--- config.mk ---
export PLATFORM = sky130hd
export DESIGN_NAME = ps2_frame_receiver
export DESIGN_NICKNAME = d
export VERILOG_FILES = /design/src/rtl/ps2_frame_receiver.sv
export SDC_FILE = /design/constraint.sdc
export NUM_CORES = 1
export LEC_CHECK = 0
export ABC_AREA = 1
export ABC_CLOCK_PERIOD_IN_PS = 2200
export CAP_MARGIN = 0
export CORE_ASPECT_RATIO = 2
export CORE_MARGIN = 1.5
export CORE_UTILIZATION = 40
export CTS_BUF_LIST = sky130_fd_sc_hd__clkbuf_16
export DETAILED_ROUTE_END_ITERATION = 7
export PLACE_DENSITY = 0.58
export SETUP_SLACK_MARGIN = 0.4
export SLEW_MARGIN = 40
export SYNTH_ARGS = -nofsm -noshare
export SYNTH_HDL_FRONTEND = slang
export SYNTH_SLANG_ARGS = --single-unit
--- constraint.sdc ---
create_clock -name clk -period 2.2 [get_ports clk]
set_input_delay 0.44 -clock clk [delete_from_list [all_inputs] [get_ports clk]]
set_output_delay 0.44 -clock clk [all_outputs]
set_load 0.1 [all_outputs]
--- src/rtl/ps2_frame_receiver.sv ---
// PS/2 device-to-host frame receiver: synchronises the keyboard lines, validates
// start/parity/stop framing and buffers good bytes in a first-word-fall-through FIFO.
module ps2_frame_receiver #(
  parameter int unsigned DATA_BITS      = 8,
  parameter int unsigned FIFO_DEPTH     = 4,
  parameter int unsigned TIMEOUT_CYCLES = 5000,
  parameter int unsigned SYNC_STAGES    = 2,
  parameter int unsigned PARITY_ODD     = 1
) (
  input  logic                          clk,
  input  logic                          sysReset,
  input  logic                          ps2Clk,
  input  logic                          ps2Data,
  output logic [DATA_BITS-1:0]          codeData,
  output logic                          codeValid,
  input  logic                          codeReady,
  output logic                          frameError,
  output logic [1:0]                    errorCode,
  output logic                          overflow,
  output logic [$clog2(FIFO_DEPTH):0]   fifoCount
);

  localparam int unsigned AW    = $clog2(FIFO_DEPTH);
  localparam int unsigned CNT_W = AW + 1;
  localparam int unsigned CW    = $clog2(DATA_BITS + 1);
  localparam int unsigned TW    = $clog2(TIMEOUT_CYCLES + 1);

  localparam logic [1:0] ERR_PARITY  = 2'b01;
  localparam logic [1:0] ERR_STOP    = 2'b10;
  localparam logic [1:0] ERR_TIMEOUT = 2'b11;

  localparam logic [TW-1:0] TMO_LAST = TW'(TIMEOUT_CYCLES - 1);
  localparam logic [CW-1:0] BIT_LAST = CW'(DATA_BITS - 1);

  typedef enum logic [1:0] {
    ST_IDLE,
    ST_DATA,
    ST_PARITY,
    ST_STOP
  } state_t;

  logic [SYNC_STAGES-1:0] clk_sync_q, clk_sync_d;
  logic [SYNC_STAGES-1:0] data_sync_q, data_sync_d;
  logic                   clk_prev_q, clk_prev_d;
  logic                   fall_edge;
  logic                   sample;

  state_t                 state_q, state_d;
  logic [CW-1:0]          bit_cnt_q, bit_cnt_d;
  logic [DATA_BITS-1:0]   shreg_q, shreg_d;
  logic                   parity_bad_q, parity_bad_d;
  logic [TW-1:0]          tmo_q, tmo_d;
  logic                   timeout_hit;

  logic                   push_req;
  logic                   err_valid;
  logic [1:0]             err_code;

  logic                   frame_error_q, frame_error_d;
  logic [1:0]             error_code_q, error_code_d;
  logic                   overflow_q, overflow_d;

  logic [DATA_BITS-1:0]   mem_q [FIFO_DEPTH];
  logic [DATA_BITS-1:0]   mem_d [FIFO_DEPTH];
  logic [AW-1:0]          wr_ptr_q, wr_ptr_d;
  logic [AW-1:0]          rd_ptr_q, rd_ptr_d;
  logic [CNT_W-1:0]       count_q, count_d;
  logic                   pop;
  logic                   push_ok;

  // Line synchronisers; the previous-clock flop follows the last sync stage
  always_comb begin
    clk_sync_d  = {clk_sync_q[SYNC_STAGES-2:0], ps2Clk};
    data_sync_d = {data_sync_q[SYNC_STAGES-2:0], ps2Data};
    clk_prev_d  = clk_sync_q[SYNC_STAGES-1];
  end

  assign fall_edge = clk_prev_q & ~clk_sync_q[SYNC_STAGES-1];
  assign sample    = data_sync_q[SYNC_STAGES-1];

  assign timeout_hit = (state_q != ST_IDLE) && !fall_edge && (tmo_q == TMO_LAST);

  // FSM: state register
  always_ff @(posedge clk or posedge sysReset) begin
    if (sysReset) state_q <= ST_IDLE;
    else          state_q <= state_d;
  end

  // FSM: next state
  always_comb begin
    state_d = state_q;
    if (timeout_hit) begin
      state_d = ST_IDLE;
    end else if (fall_edge) begin
      case (state_q)
        ST_IDLE:   if (!sample) state_d = ST_DATA;
        ST_DATA:   if (bit_cnt_q == BIT_LAST) state_d = ST_PARITY;
        ST_PARITY: state_d = ST_STOP;
        ST_STOP:   state_d = ST_IDLE;
        default:   state_d = ST_IDLE;
      endcase
    end
  end

  // FSM: outputs (frame verdict in the stop-bit cycle, or timeout)
  always_comb begin
    push_req  = 1'b0;
    err_valid = 1'b0;
    err_code  = '0;
    if (timeout_hit) begin
      err_valid = 1'b1;
      err_code  = ERR_TIMEOUT;
    end else if (fall_edge && state_q == ST_STOP) begin
      if (!sample) begin
        err_valid = 1'b1;
        err_code  = ERR_STOP;
      end else if (parity_bad_q) begin
        err_valid = 1'b1;
        err_code  = ERR_PARITY;
      end else begin
        push_req = 1'b1;
      end
    end
  end

  // Frame datapath and inactivity counter
  always_comb begin
    bit_cnt_d    = bit_cnt_q;
    shreg_d      = shreg_q;
    parity_bad_d = parity_bad_q;

    if (fall_edge || state_q == ST_IDLE) tmo_d = '0;
    else if (tmo_q != TMO_LAST)          tmo_d = tmo_q + TW'(1);
    else                                 tmo_d = tmo_q;

    if (fall_edge && !timeout_hit) begin
      case (state_q)
        ST_IDLE: begin
          if (!sample) begin
            bit_cnt_d    = '0;
            shreg_d      = '0;
            parity_bad_d = 1'b0;
          end
        end
        ST_DATA: begin
          for (int unsigned i = 0; i < DATA_BITS; i++) begin
            if (bit_cnt_q == CW'(i)) shreg_d[i] = sample;
          end
          bit_cnt_d = bit_cnt_q + CW'(1);
        end
        ST_PARITY: parity_bad_d = ((^shreg_q) ^ sample) != 1'(PARITY_ODD);
        default: ;
      endcase
    end
  end

  // Error/overflow reporting
  always_comb begin
    frame_error_d = err_valid;
    error_code_d  = err_valid ? err_code : error_code_q;
    overflow_d    = push_req && !push_ok;
  end

  // FIFO; a push into a full FIFO still succeeds when the head is popped that cycle
  assign pop     = (count_q != '0) && codeReady;
  assign push_ok = push_req && ((count_q < CNT_W'(FIFO_DEPTH)) || pop);

  always_comb begin
    mem_d    = mem_q;
    wr_ptr_d = wr_ptr_q;
    rd_ptr_d = rd_ptr_q;
    count_d  = count_q;
    if (push_ok) begin
      mem_d[wr_ptr_q] = shreg_q;
      wr_ptr_d        = wr_ptr_q + AW'(1);
    end
    if (pop) rd_ptr_d = rd_ptr_q + AW'(1);
    case ({push_ok, pop})
      2'b10:   count_d = count_q + CNT_W'(1);
      2'b01:   count_d = count_q - CNT_W'(1);
      default: count_d = count_q;
    endcase
  end

  always_ff @(posedge clk or posedge sysReset) begin
    if (sysReset) begin
      clk_sync_q    <= '1;
      data_sync_q   <= '1;
      clk_prev_q    <= 1'b1;
      bit_cnt_q     <= '0;
      shreg_q       <= '0;
      parity_bad_q  <= 1'b0;
      tmo_q         <= '0;
      frame_error_q <= 1'b0;
      error_code_q  <= '0;
      overflow_q    <= 1'b0;
      mem_q         <= '{default: '0};
      wr_ptr_q      <= '0;
      rd_ptr_q      <= '0;
      count_q       <= '0;
    end else begin
      clk_sync_q    <= clk_sync_d;
      data_sync_q   <= data_sync_d;
      clk_prev_q    <= clk_prev_d;
      bit_cnt_q     <= bit_cnt_d;
      shreg_q       <= shreg_d;
      parity_bad_q  <= parity_bad_d;
      tmo_q         <= tmo_d;
      frame_error_q <= frame_error_d;
      error_code_q  <= error_code_d;
      overflow_q    <= overflow_d;
      mem_q         <= mem_d;
      wr_ptr_q      <= wr_ptr_d;
      rd_ptr_q      <= rd_ptr_d;
      count_q       <= count_d;
    end
  end

  assign codeData   = mem_q[rd_ptr_q];
  assign codeValid  = (count_q != '0);
  assign frameError = frame_error_q;
  assign errorCode  = error_code_q;
  assign overflow   = overflow_q;
  assign fifoCount  = count_q;

endmodule

==> impl.org, run 1 <==
** Synth
- Warning count from the yosys run :: 0
- Post-synthesis cell type count :: 35
- Yosys top cell by area :: sky130_fd_sc_hd__dfrtp_1
- The synthesized netlist occupies a cell area of 4020 um2.
- Flip-flop and latch count after synthesis :: 76
- Number of instances in the synthesized netlist :: 493
- Count of flip-flops with a built-in enable after synthesis :: 0
- Async set-reset flop share out of synthesis :: 100%
- Fraction of post-synthesis cell area in the top cell type by area :: 44.2%
- Total nets after synthesis :: 513
- Synthesized area divided by synthesized cell count :: 8.16 um2
- Cells taking the most area after synthesis :: sky130_fd_sc_hd__dfrtp_1, sky130_fd_sc_hd__nand2_1, sky130_fd_sc_hd__o21ai_0
- For this run, the leading register cell type out of synthesis is sky130_fd_sc_hd__dfrtp_1.
- Sequential fraction of the synthesis area :: 47.4%

** STA
- After routing, the total negative slack on setup checks comes to 0 ns.
- Final setup violation count :: 0
- Final cycle utilization of the critical path :: 87.4%
- Min cycle time layout :: 1.92 ns
- Static timing analysis puts the maximum clock frequency at 520 MHz.
- Final-report hold violation count :: 0
- In this run the tightest slew margin relative to its limit is 64.0%.
- Post-layout worst setup margin :: 0.278 ns
- The count of final max-slew check failures was 0.
- On the final layout, the worst clock skew is 0.00417 ns.
- Setup repair after global routing could not meet its margin everywhere.
- Slew @ Worst Pin :: 0.541 ns

** Power and ir drop
- Leakage dissipation :: 0.00255 uW
- Summed over all nets, the switching power comes to 3580 uW.
- The clock network is responsible for 18.7% of the overall power.
- Total power density per cell area :: 1450 nW/um2
- Internal power :: 3980 uW
- Combinational cells account for 55.0% of the total power.
- Per report_power, the sequential group accounts for 26.3% of the total.
- Across the VDD grid, the largest voltage drop is 0.690 mV.
- Of the total power, the share spent switching nets is 47.4%.

** Finish
- From synthesis to final layout, the design area changed by 29.2%.
- The layout has 917 filler cells.
- 0 antenna diodes ended up in the layout.
- Post-layout net count :: 553
- Ratio of cells with drive above 1 in the final layout :: 24.7%
- Commonest non-fill, non-tap cells in the layout :: sky130_fd_sc_hd__nand2_1, sky130_fd_sc_hd__dfrtp_1, sky130_fd_sc_hd__o21ai_0
- Commonest non-fill, non-tap cell in the layout :: sky130_fd_sc_hd__nand2_1

** Global route
- Global router's overall resource usage :: 20.4%
- The number of global-route vias before repair came to 3,456.
- Global routing used 4.22% of the available met3 tracks.
- Entering global routing, the biggest net connects 40 pins.
- Global routing used 39.4% of the available met2 tracks.
- The first global-routing pass estimated 16,500 um of wire.
- For met1 alone, demand over resource in global routing was 19.9%.
- The total overflow left after global routing is 0.
- The initial antenna violation count is 0.
- The global routing stage identified its most utilized layer as met2.

** Critical path
- The worst setup path is captured at an output port.
- Along the worst path, the maximum fanout reaches 8.
- Required time reported for the critical path endpoint :: 1.76 ns
- The critical path is of the flop to output port type.
- STA classifies the critical path startpoint as a flop.
- Data arrives at the worst endpoint at 1.48 ns.

** Floorplan
- Die Area :: 10,700 um2
- Number of top-level design ports :: 21
- Starting utilization of the core area :: 41.2%
- In this run the vertical extent of the chip is 145 um.
- The floorplan step set the die width to 73.9 um.
- The floorplan has 51 rows.
- Core ar. :: 9760 um2

** Clocking
- CTS Root Buffer Type :: sky130_fd_sc_hd__clkbuf_16
- Number of CTS-inserted buffers :: 9
- In this run the number of H-tree levels came out at 3.
- The clock reaches the later pin of the worst-skew pair after 0.33 ns.
- Clk slew on worst S/H paths :: 0.06 ns
- CTS tree :: built
- Count of hold buffers inserted by post-cts repair :: 0
- Number of buffers between clock root and the deepest sink :: 2
- Sink count of the clock tree :: 76

** Place
- Timing analysis after detailed placement gives a worst setup slack of 0.0729 ns.
- Port-buffer cells :: 20
- Gp weighted congestion :: 0.828
- HPWL reported at the end of detailed placement :: 6920 um

** Outcome
- Outcome :: finished, final reports clean

** Routing
- In the routed layout, each cell is associated on average with a via count of 4.92.
- Antenna violation net count after detailed routing :: 0
- Residual DRC :: 0
- Detailed Routing Iterations Pass 1 :: 6
- For this block, the routed nets add up to 9530 um of wire.
- For this block, the initial DRC count from the detailed router was 201.
- Average detailed-routed wire length per instance :: 14.2 um
- Via Count :: 3,299

** Worst hold path
- The path class of the tightest hold or removal check is flop to flop.

** Job
- Max-capacitance violation count :: 0
cell type report:
class	count	area, um2	share of cell area [%]
inverters	63	259	4.98
multi-input cells	339	2060	39.6
flip-flops and latches	76	1920	36.9
well taps	132	165	3.18
clock inverters	7	57.6	1.11
clock buffers	9	225	4.33
repair buffers	44	518	9.97
layer usage:
| metal | vias to the layer above | part of all wire (%) |
|---|---|---|
| met1 | 1563 | 34 |
| met2 | 50 | 61 |
| met4 | 0 | 2.9 |
| met5 | - | 0 |
| met3 | 19 | 2.0 |
| li1 | 1667 | - |
flip-flops by register name (all words and copies together) (netlist names):
name	cells
mem_q	32
tmo_q	13
shreg_q	8
bit_cnt_q	4
fifoCount	3
clk_sync_q	2
data_sync_q	2
errorCode	2
rd_ptr_q	2
state_q	2
wr_ptr_q	2
clk_prev_q	1
frameError	1
overflow	1
parity_bad_q	1
kinds of logic (layout without fill, tap and decap cells):
kind of cell             count (synthesis)  count (layout)  share of synthesized area (%)
flip-flops                              76              76                           47.4
buffers and inverters                   78             123                           7.90
AO/OA/AOI/OAI                           99              99                           12.7
XOR/XNOR                                 6               6                           1.31
AND/OR/NAND/NOR                        219             219                           25.8
adder cells (fa/ha/maj)                 15              15                           4.85
power by group through the flow:
stage / Combinational [uW] / Clock, uW / Sequential, uW
2_1_floorplan: 2540 / 0 / 2130
3_3_place_gp: 3600 / 0 / 1990
3_5_place_dp: 3640 / 0 / 2000
4_1_cts: 4100 / 1460 / 1990
5_1_grt: 4490 / 1520 / 2030
6_report: 4160 / 1420 / 1990
worst paths after layout:
path	from	end	cells past startpoint	slack, ns
worst max-delay path	rd_ptr_q[0]	codeData[3]	4	0.28
worst min-delay path	data_sync_q[0]	data_sync_q[1]	0	0.36
worst max register to register	fifoCount[0]	fifoCount[2]	11	0.32
worst min register to register	data_sync_q[0]	data_sync_q[1]	0	0.36
max in group asynchronous	sysReset	shreg_q[2]	3	1.20
min in group asynchronous	sysReset	fifoCount[0]	2	0.47
worst max-delay path, cell delays in order (launching register included):
cell and delay, ns:
sky130_fd_sc_hd__dfrtp_2 0.47, sky130_fd_sc_hd__buf_8 0.17, sky130_fd_sc_hd__o21ai_1 0.21, sky130_fd_sc_hd__o22ai_4 0.11, sky130_fd_sc_hd__buf_12 0.18
metrics by stage:
step	total power (uW)	cells	utilization, %	hold WS (ns)	cell area, um2
after floorplan	4670	493	-	0.345	4180
after global placement	5580	635	46.8	0.347	4570
after detailed placement	5640	635	46.8	0.351	4570
after CTS	7550	664	52.4	0.359	5110
after global routing	8040	670	53.2	0.363	5200
final	7560	670	53.2	0.357	5200
synth_stat cells, types with 2 or more instances:
library cell / n
sky130_fd_sc_hd__nand3_2: 2
sky130_fd_sc_hd__nor2_8: 4
sky130_fd_sc_hd__inv_2: 6
sky130_fd_sc_hd__a21oi_1: 12
sky130_fd_sc_hd__nor2_1: 37
sky130_fd_sc_hd__nand2_1: 128
sky130_fd_sc_hd__inv_1: 56
sky130_fd_sc_hd__xor2_1: 5
sky130_fd_sc_hd__nand3_1: 21
sky130_fd_sc_hd__nor2_4: 3
sky130_fd_sc_hd__o22ai_1: 8
sky130_fd_sc_hd__o21ai_1: 2
sky130_fd_sc_hd__nand4_1: 6
sky130_fd_sc_hd__nor3_1: 5
sky130_fd_sc_hd__buf_2: 8
sky130_fd_sc_hd__clkbuf_1: 3
sky130_fd_sc_hd__nand2_2: 5
sky130_fd_sc_hd__o21ai_0: 74
sky130_fd_sc_hd__dfrtp_1: 71
sky130_fd_sc_hd__nor2_2: 3
sky130_fd_sc_hd__ha_1: 14
sky130_fd_sc_hd__dfstp_2: 5
sky130_fd_sc_hd__clkbuf_2: 3
repair_timing:
action                                  in CTS  in global routing
gates resized for setup                     51                 11
cloned                                       1                  0
pin swaps                                    9                  6
endpoints found under the setup margin      10                 27
buffers inserted                            12                  6
(Power assumes the default switching activity.)
==> inputs of run 2 (changes only) <==
--- a/config.mk
+++ b/config.mk
@@ -19,3 +19,4 @@
 export SYNTH_ARGS = -nofsm -noshare
 export SYNTH_HDL_FRONTEND = slang
 export SYNTH_SLANG_ARGS = --single-unit
+export TNS_END_PERCENT = 10
==> run 2 against run 1 <==
Effect of this change: combinational power is 6.7% lower; critical path depth did not move; die area is the same; wire length down 2.1%; maximum frequency grew 1.1%; highest routed layer unchanged.
==> impl.org, run 2 (synthesized netlist as in run 1, its figures left out) <==
** Outcome
- Outcome :: finished, final reports clean

** Critical path
- The reg-to-reg setup timing slack is 0.33 ns (about the same).
- The worst setup path is launched from a flop.
- In this run the worst setup path begins at rd_ptr_q[0].
- The critical path arrival was 1.46 ns (-0.02 ns).
- Worst-case reg-to-reg path depth :: 10 (-1)
- RR Endpoint :: fifoCount[2]
- Sort of element at the end of the critical path :: output port
- Required time reported for the critical path endpoint :: 1.76 ns (about the same)
- The worst register-to-register path begins at clk_sync_q[1].
- By startpoint and endpoint, the worst setup path is classified as flop to output port.
- The largest driver fanout on the critical path is 16 (+8).

** Power and ir drop
- Leakage dissipation :: 0.00249 uW (-2.4%)
- Power after layout :: 7320 uW (-3.1%)
- Total power density per cell area :: 1470 nW/um2 (+0.99%)
- IR Drop Worst-Case VDD :: 0.631 mV (-8.5%)

** Finish
- From synthesis to final layout, the design area changed by 24.0%.
- The number of nets in the final layout came to 541 (-2.2%).
- Fill cell total of the finished layout :: 938 (+2.3%)
- Register name with the most flops :: mem_q
- Commonest non-fill, non-tap cell in the layout :: sky130_fd_sc_hd__nand2_1
- In the layout the commonest cells are sky130_fd_sc_hd__nand2_1, sky130_fd_sc_hd__dfrtp_1, sky130_fd_sc_hd__o21ai_0.
- Largest register FFs :: 32 (unchanged)
- Ratio of cells with drive above 1 in the final layout :: 21.3% (-3.4 points)
- The largest registers in the layout are mem_q: 32 flops, tmo_q: 13 flops, shreg_q: 8 flops.
- The area taken by flip-flops and latches came to 1910 um2 (-0.13%).
- The number of antenna diodes is 0 (unchanged).
- The total area of multi-input combinational cells was 2000 um2 (-2.9%).
- The final design utilization came to 51.1% (-2.2 points).

** Clocking
- Number of buffers between clock root and the deepest sink :: 2 (unchanged)
- The clock sink count is 76 (unchanged).
- Count of hold buffers inserted by post-cts repair :: 0 (unchanged)
- The clock buffer count from CTS is 9 (unchanged).
- Depth of the CTS H-tree :: 3 (unchanged)
- The insertion delay of the later-clocked pin in the worst-skew pair is 0.34 ns (about the same).
- CTS Root Buffer Type :: sky130_fd_sc_hd__clkbuf_16
- The post-CTS clock slew at the launch and capture registers of the worst setup and hold paths came to 0.06 ns (about the same).
- CTS tree :: built

** Floorplan
- Starting utilization of the core area :: 41.2% (unchanged)
- Row Count :: 51 (unchanged)
- Core ar. :: 9760 um2 (unchanged)
- The overall die area came to 10,700 um2 (unchanged).
- X dimension of the die :: 73.9 um (unchanged)
- The top-level I/O count came to 21 (unchanged).
- The floorplan die height is 145 um (unchanged).

** Global route
- Wire length of the first global-routing pass :: 15,400 um (-6.7%)
- The global router's overall resource usage was 19.2% (-1.3 points).
- Maximum number of pins on one net before global-route repair :: 70 (+75%)
- GRT Residual Overflow :: 0 (unchanged)
- Via count of the first global-routing pass :: 3,283 (-5.0%)
- Antenna violations before repair :: 0 (unchanged)

** Routing
- The total number of vias was 3,232 (-2.0%).
- The number of design rule violations left after detail routing is 0 (unchanged).
- Detailed Routing Iterations Pass 1 :: 4 (-2)
- Average detailed-routed wire length per instance :: 14.2 um (-0.32%)
- Final routed wirelength across all metal layers :: 9330 um (-2.1%)
- The post-detailed-route via-to-cell ratio is 4.91 (-0.24%).
- Detailed router's first-iteration violation count :: 136 (-32%)
- The post-route antenna net violation count was 0 (unchanged).

** STA
- Fin. max-slew vios :: 0 (unchanged)
- Highest attainable clock frequency :: 526 MHz (+1.1%)
- Worst relative slew slack :: 65.7% (+1.7 points)
- Final setup violation count :: 0 (unchanged)
- Worst hold slack :: 0.337 ns (-0.0200 ns)
- Setup repair after global routing could not meet its margin everywhere.
- The final worst clock skew is 0.00543 ns (+0.00125 ns).
- The time the final worst path needs with I/O delays and setup came to 1.90 ns (-0.0203 ns).
- Final cycle utilization of the critical path :: 86.4% (-0.92 points)
- The transition time of the tightest slew-check pin was 0.514 ns (-0.0262 ns).
- The count of final hold-check violations came to 0 (unchanged).

** Worst hold path
- In this run the worst hold path is classified as input pin to async pin.

** Place
- Port-buffer cells :: 20 (unchanged)
- The final weighted congestion in routability-driven placement was 0.856 (+3.4%).
- HPWL reported at the end of detailed placement :: 6700 um (-3.2%)

** Job
- The max capacitance violation total was 0 (unchanged).
-- run 2: how the worst max path moves through the flow --
stage	endpoint	cells past startpoint
6_report	codeData[5]	4
5_1_grt	fifoCount[2]	11
4_1_cts	codeData[6]	4
3_5_place_dp	fifoCount[2]	9
3_3_place_gp	fifoCount[2]	10
2_1_floorplan	fifoCount[2]	12
-- run 2: metrics by stage --
step | cells | cell area, um2 | setup slack, ns | setup TNS (ns)
global route | 658 | 4980 | 0.231 | 0
floorplan | 493 | 4170 | -0.354 | -13.14
global placement | 635 | 4550 | 0.0760 | 0
detailed placement | 635 | 4550 | 0.0640 | 0
finish | 658 | 4980 | 0.298 | 0
CTS | 651 | 4850 | 0.255 | 0
-- run 2: layer usage --
| metal | part of all wire, % | track usage [%] | up-vias |
|---|---|---|---|
| met2 | 59 | 35.1 | 42 |
| li1 | - | - | 1639 |
| met1 | 36 | 19.8 | 1536 |
| met3 | 2.3 | 4.36 | 15 |
| met4 | 2.8 | 9.06 | 0 |
| met5 | 0 | 0 | - |
-- run 2: final cells by class --
type,count,area share (%)
clock buffer,9,4.52
clock inverter,7,1.18
inverter,63,4.99
multi-input combinational,339,40.1
sequential,76,38.4
tap,132,3.31
timing repair buffer,32,7.53
-- run 2: timing repair --
action,4_1_cts,5_1_grt
setup endpoints to repair,10,32
gates resized for setup,20,25
buffers inserted,0,7
pin swaps,0,4
-- run 2: critical path: stages, from the launching register on --
cell                      delay (ns)
sky130_fd_sc_hd__dfrtp_2        0.47
sky130_fd_sc_hd__buf_12         0.18
sky130_fd_sc_hd__nor2_1         0.19
sky130_fd_sc_hd__o22ai_4        0.11
sky130_fd_sc_hd__buf_12         0.18
-- run 2: where the power goes --
part	switching, uW	total [uW]	internal, uW
Sequential	349	2010	1660
Clock	579	1440	863
Combinational	2610	3880	1260
